### config.mk
export PLATFORM = sky130hd
export DESIGN_NAME = data_memory_be
export DESIGN_NICKNAME = d
export VERILOG_FILES = /design/src/rtl/dmem_pkg.sv /design/src/rtl/dmem_clear_ctrl.sv /design/src/rtl/data_memory_be.sv
export SDC_FILE = /design/constraint.sdc
export NUM_CORES = 2
export LEC_CHECK = 0
export CORE_ASPECT_RATIO = 1.1
export CORE_MARGIN = 3
export CORE_UTILIZATION = 38
export CTS_CLUSTER_SIZE = 24
export DETAILED_ROUTE_END_ITERATION = 6
export GPL_TIMING_DRIVEN = 0
export PLACE_DENSITY_LB_ADDON = 0.3
export REMOVE_ABC_BUFFERS = 1
export SYNTH_ARGS = -nofsm -noshare
export SYNTH_HDL_FRONTEND = slang
export SYNTH_HIERARCHICAL = 1
export SYNTH_SLANG_ARGS = --single-unit
### constraint.sdc
create_clock -name clk -period 3.4 [get_ports clk]
set_input_delay 0.34 -clock clk [delete_from_list [all_inputs] [get_ports clk]]
set_output_delay 0.34 -clock clk [all_outputs]
set_load 0.01 [all_outputs]
### src/rtl/dmem_pkg.sv
// Shared types and sizing helpers for the byte-enabled data memory.
package dmem_pkg;

  typedef enum logic {
    DMEM_CLEAR = 1'b0,
    DMEM_READY = 1'b1
  } dmem_state_e;

  function automatic int lanes_of(input int data_w);
    return data_w / 8;
  endfunction

  // Number of byte-offset bits below the word index.
  function automatic int lsb_of(input int data_w);
    return $clog2(data_w / 8);
  endfunction

  function automatic int idx_w_of(input int depth);
    return (depth > 1) ? $clog2(depth) : 1;
  endfunction

endpackage

### src/rtl/dmem_clear_ctrl.sv
// Post-reset clear sweep: walks every word once, then holds READY until the next reset.
module dmem_clear_ctrl
  import dmem_pkg::*;
#(
  parameter int DEPTH = 64,
  parameter int IDX_W = 6
) (
  input  logic             clk,
  input  logic             reset,
  output logic             ready,
  output logic             clr_we,
  output logic [IDX_W-1:0] clr_idx
);

  dmem_state_e      state;
  logic [IDX_W-1:0] clr_ptr;

  // NOTE: sequential state uses non-blocking assignments so every register samples pre-edge values.
  always_ff @(posedge clk) begin
    if (reset) begin
      state   <= DMEM_CLEAR;
      clr_ptr <= '0;
      ready   <= 1'b0;
    end else begin
      case (state)
        DMEM_CLEAR: begin
          if (clr_ptr == IDX_W'(DEPTH - 1)) begin
            state <= DMEM_READY;
            ready <= 1'b1;
          end else begin
            clr_ptr <= clr_ptr + 1'b1;
          end
        end
        DMEM_READY: state <= DMEM_READY;
        default:    state <= DMEM_CLEAR;
      endcase
    end
  end

  // A reset cycle restarts the sweep, so it must not count as a cleared word.
  assign clr_we  = (state == DMEM_CLEAR) && !reset;
  assign clr_idx = clr_ptr;

endmodule

### src/rtl/data_memory_be.sv
// Word-organised, byte-addressed data memory with per-lane write enables and 1-cycle registered read.
module data_memory_be
  import dmem_pkg::*;
#(
  parameter int DATA_W = 32,
  parameter int DEPTH  = 64,
  parameter int ADDR_W = 8
) (
  input  logic                clk,
  input  logic                reset,
  input  logic [ADDR_W-1:0]   addr,
  input  logic [DATA_W-1:0]   write_data,
  input  logic [DATA_W/8-1:0] byte_en,
  input  logic                memread,
  input  logic                memwrite,
  output logic [DATA_W-1:0]   read_data,
  output logic                read_valid,
  output logic                ready,
  output logic                access_err
);

  localparam int LANES  = lanes_of(DATA_W);
  localparam int LSB    = lsb_of(DATA_W);
  localparam int IDX_W  = idx_w_of(DEPTH);
  localparam int AIDX_W = ADDR_W - LSB;

  logic [DATA_W-1:0] mem [0:DEPTH-1];

  logic              clr_we;
  logic [IDX_W-1:0]  clr_idx;
  logic [AIDX_W-1:0] word_idx;
  logic [IDX_W-1:0]  mem_idx;
  logic              misaligned;
  logic              in_range;
  logic              active;
  logic              req_ok;

  dmem_clear_ctrl #(
    .DEPTH(DEPTH),
    .IDX_W(IDX_W)
  ) u_clear_ctrl (
    .clk    (clk),
    .reset  (reset),
    .ready  (ready),
    .clr_we (clr_we),
    .clr_idx(clr_idx)
  );

  assign word_idx = addr[ADDR_W-1:LSB];
  assign mem_idx  = word_idx[IDX_W-1:0];

  if (LSB > 0) begin : g_align
    assign misaligned = |addr[LSB-1:0];
  end else begin : g_no_align
    assign misaligned = 1'b0;
  end

  assign in_range = 32'(word_idx) < 32'(DEPTH);
  assign active   = ready && !reset && (memread || memwrite);
  assign req_ok   = active && !misaligned && in_range;

  // NOTE: the array has no reset so it maps onto block RAM; the clear sweep zeroes it instead.
  always_ff @(posedge clk) begin
    if (clr_we) begin
      mem[clr_idx] <= '0;
    end else if (req_ok && memwrite) begin
      for (int i = 0; i < LANES; i++) begin
        if (byte_en[i]) mem[mem_idx][8*i +: 8] <= write_data[8*i +: 8];
      end
    end
  end

  // Same-edge read of the word being written returns the old contents.
  always_ff @(posedge clk) begin
    if (reset) begin
      read_data  <= '0;
      read_valid <= 1'b0;
      access_err <= 1'b0;
    end else begin
      read_valid <= req_ok && memread;
      access_err <= active && !req_ok;
      if (req_ok && memread) read_data <= mem[mem_idx];
    end
  end

endmodule

==> impl_results.md <==
- Outcome: finished, violations left
- Failing checks: negative setup slack
- Share of layout cells above drive strength 1: 30.9%
- YS warnings: 6
- Initial antenna violation count: 10
- Final critical-path required period: 3.47 ns
- DRT iter0 DRCs: 4171
- Total CTS buffers: 192
- Synthesized instance count: 3837
- WL/cell: 31.4 um
- Clock Tree Root: clkbuf_16
- Worst setup margin: -0.0736 ns
- Sw frac: 21.6%
- Routed Wire Length: 219000 um
- Final #Nets: 4096
- Global-route wire length before repair: 302000 um
- Final hold viol count: 0
- Dominant synthesized flop cell: edfxtp_1
- Vias in the first global route: 40200
- Worst EP arrival: 3.93 ns
- Worst Hold Class: input pin to flop
- Hold-fix buffers, CTS: 0
- CTS sink cnt: 2090
- FFs w/ async S/R, synth: 0%
- Detailed Routing Iterations Pass 1: 5
- Placed wire-length estimate: 133000 um
- CTS tree: yes
- I/O Buffers: 82
- CP endpoint kind: flop
- Layout Utilization: 45.2%
- Slew HR: 20.7%
- GPL Wtd Cong: 0.771
- Share of the synthesized area in the top cell type: 76.3%
- Latest clock arrival within the worst-skew pair: 0.84 ns
- Die area: 218000 um^2
- Main area contributors after synthesis: edfxtp_1, mux4_2, nor2_1, a22oi_1, dfxtp_1
- Number of H-tree levels: 4
- DRC viols: 0
- Setup violations, final: 185
- EDFF count, synth: 2048
- RSZ-0062 raised after global routing: yes
- Pwr/cell area: 548 nW/um^2
- Flop pwr share: 54.5%
- # IOs: 83
- Worst-path clk slew: 0.06 ns
- Post-synth top cells: edfxtp_1, mux4_2, nor2_1, a22oi_1, clkbuf_1
- Global-route total usage across every layer: 19.5%
- Die W: 445 um
- DRT antenna net count: 0
- Slew @ Worst Pin: 1.18 ns
- Avg Cell Area, Syn: 21.0 um^2
- Placed Instances: 6527
- Starting Density: 38.4%
- Synthesis-to-layout area growth: 17.6%
- Cell area after layout: 94800 um^2
- Fin cells: 6976
- Clock Tree Buf Depth: 3
- Grt ovf: 0
- Cell Area, Synth: 80600 um^2
- Comb pwr share: 5.3%
- CP Class: flop to flop
- Clock Skews: 0.0324 ns
- Max-cap violation count: 0
- F_max: 288 MHz
- Height of the die: 489 um
- Max-slew violations: 0
- Register bit total from synthesis: 2090
- Sequential cell area fraction in the yosys report: 77.4%
- Count leader, synth: edfxtp_1
- Worst EP required: 3.86 ns
- Dominant cell type by area after synthesis: edfxtp_1
- Critical Path Fanout Max: 16
- Final period utilization: 102%
- Peak VDD IR: 589 uV
- Clock power share: 40.2%
- Largest net degree at the start of global routing: 98
- Crit path max-delay cell type: o21ai_2
- Rows: 176
- Cell Chain, Critical Path: nor2_1, nor4b_4, buf_8, o21ai_2, nand2_4, nor2_2
- Worst path max stage delay: 0.75 ns
- Worst setup SP type: flop
- Core area: 210000 um^2
- Netlist cell types: 57
- Area after DPL: 85500 um^2
- Leak: 29.5 nW
- Via count: 40300
- P_int: 40.7 mW
- Switching pwr: 11.2 mW
- Via/cell ratio: 5.77
-- cell usage in the layout, fill, tap and decap left out, drive strengths merged, types with 24 or more instances in the layout --
cell type / n
and2: 37
clkinv: 95
mux2i: 78
mux2: 24
a22oi: 139
nor2: 313
nand3: 27
a21oi: 90
buf: 147
dfxtp: 42
clkbuf: 253
clkdlybuf4s50: 77
edfxtp: 2048
mux4: 485
nand2: 85
-- registers in the layout, summed over array words and instances, names as in the netlist --
register              count
access_err                1
mem                    2048
read_data                32
read_valid                1
u_clear_ctrl/clr_idx      6
u_clear_ctrl/ready        1
u_clear_ctrl/state        1
-- through the flow --
stage | setup slack [ns] | total power, mW | hold WS (ns) | setup TNS (ns)
4_1_cts | -1.02 | 51.8 | 0.0531 | -812.27
2_1_floorplan | -0.855 | 29.8 | 0.412 | -2337.84
3_3_place_gp | -36.05 | 32.5 | 0.513 | -
5_1_grt | -0.165 | 53.3 | 0.0923 | -39.32
6_report | -0.0736 | 52.0 | 0.0692 | -5.77
3_5_place_dp | -2.55 | 31.1 | 0.527 | -5771.97
-- worst paths after layout --
path                      startpoint  slack, ns                  to  cells past startpoint
setup / recovery  u_clear_ctrl/state      -0.07         mem[44][29]                      6
hold / removal                 reset       0.07  u_clear_ctrl/state                      2
setup reg to reg  u_clear_ctrl/state      -0.07         mem[44][29]                      6
hold reg to reg   u_clear_ctrl/ready       0.57  u_clear_ctrl/ready                      1
-- routing by layer --
metal	track usage [%]	vias up	share of wire [%]
li1	-	16500	-
met3	3.68	358	7.0
met1	25.3	21700	39
met5	0	-	0
met4	9.06	0	4.5
met2	31.9	1669	49
-- power by group through the flow --
stage                     Combinational, mW  Sequential [mW]  Clock [mW]
after floorplan                        1.01             28.8           0
after global placement                 3.63             28.8           0
after detailed placement               2.21             28.8           0
after CTS                              2.29             28.3        21.2
after global routing                   2.84             28.3        22.2
final                                  2.76             28.3        20.9
-- worst max-delay path, delay by kind of cell, from the launching register on --
kind,cells,cell delay (ns)
flip-flops,1,0.40
buffers and inverters,1,0.19
AO/OA/AOI/OAI,1,0.75
AND/OR/NAND/NOR,4,1.72
-- kinds of logic (layout without fill, tap and decap cells) --
logic type / count (synthesis) / in the layout / synth area share [%]
buffers and inverters: 231 / 596 / 1.33
AOI/OAI and AO/OA: 363 / 363 / 3.20
DFF: 2090 / 2090 / 77.4
and+or+nand+nor: 565 / 573 / 3.22
muxes: 587 / 587 / 14.9
adders and majority gates: 1 / 1 / 0.0155
other: 0 / 7 / 0
-- area by class of cell --
class / count / area (um^2)
Tap cell: 2759 / 3450
Fill cell: 17400 / 115000
Clock inverter: 110 / 768
Clock buffer: 247 / 5230
Inverter: 8 / 30.0
Multi-Input combinational cell: 1524 / 19500
Antenna cell: 7 / 17.5
Sequential cell: 2090 / 62300
Timing Repair Buffer: 231 / 3420
-- what timing repair did --
item                        CTS  global route
gates cloned                  2            12
pin swaps                     3            38
buffers inserted              5            66
setup endpoints to repair  2076          2023
resized for setup           173           402
Note: power is estimated with default switching activity, not from simulation.
==> variant: new RTL, same settings <==
Reset style: asynchronous (`reset`), changed in 2 clocked blocks.
--- a/src/rtl/dmem_clear_ctrl.sv
+++ b/src/rtl/dmem_clear_ctrl.sv
@@ -16,7 +16,7 @@
   logic [IDX_W-1:0] clr_ptr;
 
   // NOTE: sequential state uses non-blocking assignments so every register samples pre-edge values.
-  always_ff @(posedge clk) begin
+  always_ff @(posedge clk or posedge reset) begin
     if (reset) begin
       state   <= DMEM_CLEAR;
       clr_ptr <= '0;
--- a/src/rtl/data_memory_be.sv
+++ b/src/rtl/data_memory_be.sv
@@ -71,7 +71,7 @@
   end
 
   // Same-edge read of the word being written returns the old contents.
-  always_ff @(posedge clk) begin
+  always_ff @(posedge clk or posedge reset) begin
     if (reset) begin
       read_data  <= '0;
       read_valid <= 1'b0;
Function: not settled (the Yosys comparison gave no result); the edit may change what the design does.
==> variant against the original RTL <==
- cell area grew 0.64%
- via count grew 0.46%
- first-iteration DRC count shrank 6.7%
- clock power grew 3%
- power shrank 1.9%
- synthesized area grew 1.5%
- worst setup slack gained 150 ps
- sequential cell count is the same
- combinational power shrank 45%
- sequential share of layout area shrank 0.20 points
- wire length shrank 5.4%
==> variant: results (changes against the original RTL) <==
[run_status]
status=finished clean

[layout]
clk_share_pct=6.587  ; +0.25 points
multi_input_gates=1761  ; +16%
finalInstanceArea_mm2=0.09538  ; +0.64%
n_all_buffers=180  ; -22%
seq-cell-share_pct=65.58  ; -0.20 points
final_layout_size_suffix_gt1_share_pct=23.06  ; -7.9 points
layout.nets=4291  ; +4.8%
nClkBuffers=270  ; +9.3%
multi_input_area_share_pct=21.10  ; +0.51 points
inverters=5  ; -3
fillerInstances=17810  ; +2.3%
nFlopsAndLatches=2090  ; unchanged

[worst_setup_path]
r2r_end=mem[31][24]$_DFFE_PP_
cp_slowest_cell=or2_1
startpoint=u_clear_ctrl/ready$_DFFE_PP0P_
cp_max_fo=25  ; +9
ff2ff_path_depth=8  ; +2
max_stage_delay_ps=510  ; -240 ps
arrival_ps=3770  ; -160 ps

[place]
place_hpwl_um=122900  ; -7.4%
place_area_mm2=0.08674  ; +1.5%
gp_congestion=0.7430  ; -3.6%

[synthesis]
synth_common_cells=edfxtp_1, mux2i_1, nor2_1
synthTopCellsByArea=edfxtp_1, mux4_2, mux2i_1
ys_types=55  ; -3.5%
async_flop_share_pct=2.010  ; +2.0 points

[clock_network]
numCtsBuffers=204  ; +6.3%
clk_latency_ps=820  ; -20 ps
post_cts_resized=190  ; +9.8%
holdBufCountCts=1  ; +1

[global_routing]
antenna_found_initial=2  ; -8
grt_pass1_wl_um=294100  ; -2.6%
grt_pass1_vias=40720  ; +1.4%
grt_max_degree=104  ; +6.1%

[pwr]
finalPower_w=0.05096  ; -1.9%
power_frac_seq_pct=54.7  ; +0.2 points
peakVddDrop_uv=402.9  ; -32%
combPwrFrac_pct=3.0  ; -2.3 points
switching_share_pct=20.30  ; -1.3 points

[detailed_routing]
vias=40450  ; +0.46%
first_pass_iters=5  ; unchanged
drt_iter0_markers=3893  ; -6.7%

[min_path]
hp-class=in2async

[timing]
relSlewSlack_pct=25.96  ; +5.3 points
fin_skew_ps=23.43  ; -8.944 ps

## variant: metal layers
metal	vias up	GRT usage [%]	routed length (um)
met5	-	0	0
met4	0	5.550	6067
met3	281	3.050	10630
met2	1278	30.45	103000
met1	21570	25.00	87740
li1	17320	-	-
## variant: kinds of logic (layout without fill, tap and decap cells)
group	Yosys count	after routing	share of synthesized area, %
muxes	771	771	14.66
AOI/OAI and AO/OA	474	474	4.360
buffers and inverters	262	555	1.545
xor gates and xnor gates	1	1	0.01071
adders and majority gates	1	1	0.01530
and+or+nand+nor	512	514	2.922
DFF	2090	2090	76.48
other	0	7	0
## variant: stage by stage
| stage | hold slack (ps) | std cells | setup TNS [ps] | worst slack, ps |
|---|---|---|---|---|
| finish | 80.50 | 7277 | 0 | 75.83 |
| global route | 85.29 | 7275 | -10390 | -89.35 |
| CTS | 26.93 | 7251 | -1051790 | -674.9 |
| detailed placement | 504.6 | 6873 | -3763630 | -2291 |
| global placement | 496.1 | 6800 | - | -42440 |
| floorplan | 155.7 | 3854 | -4404700 | -2435 |
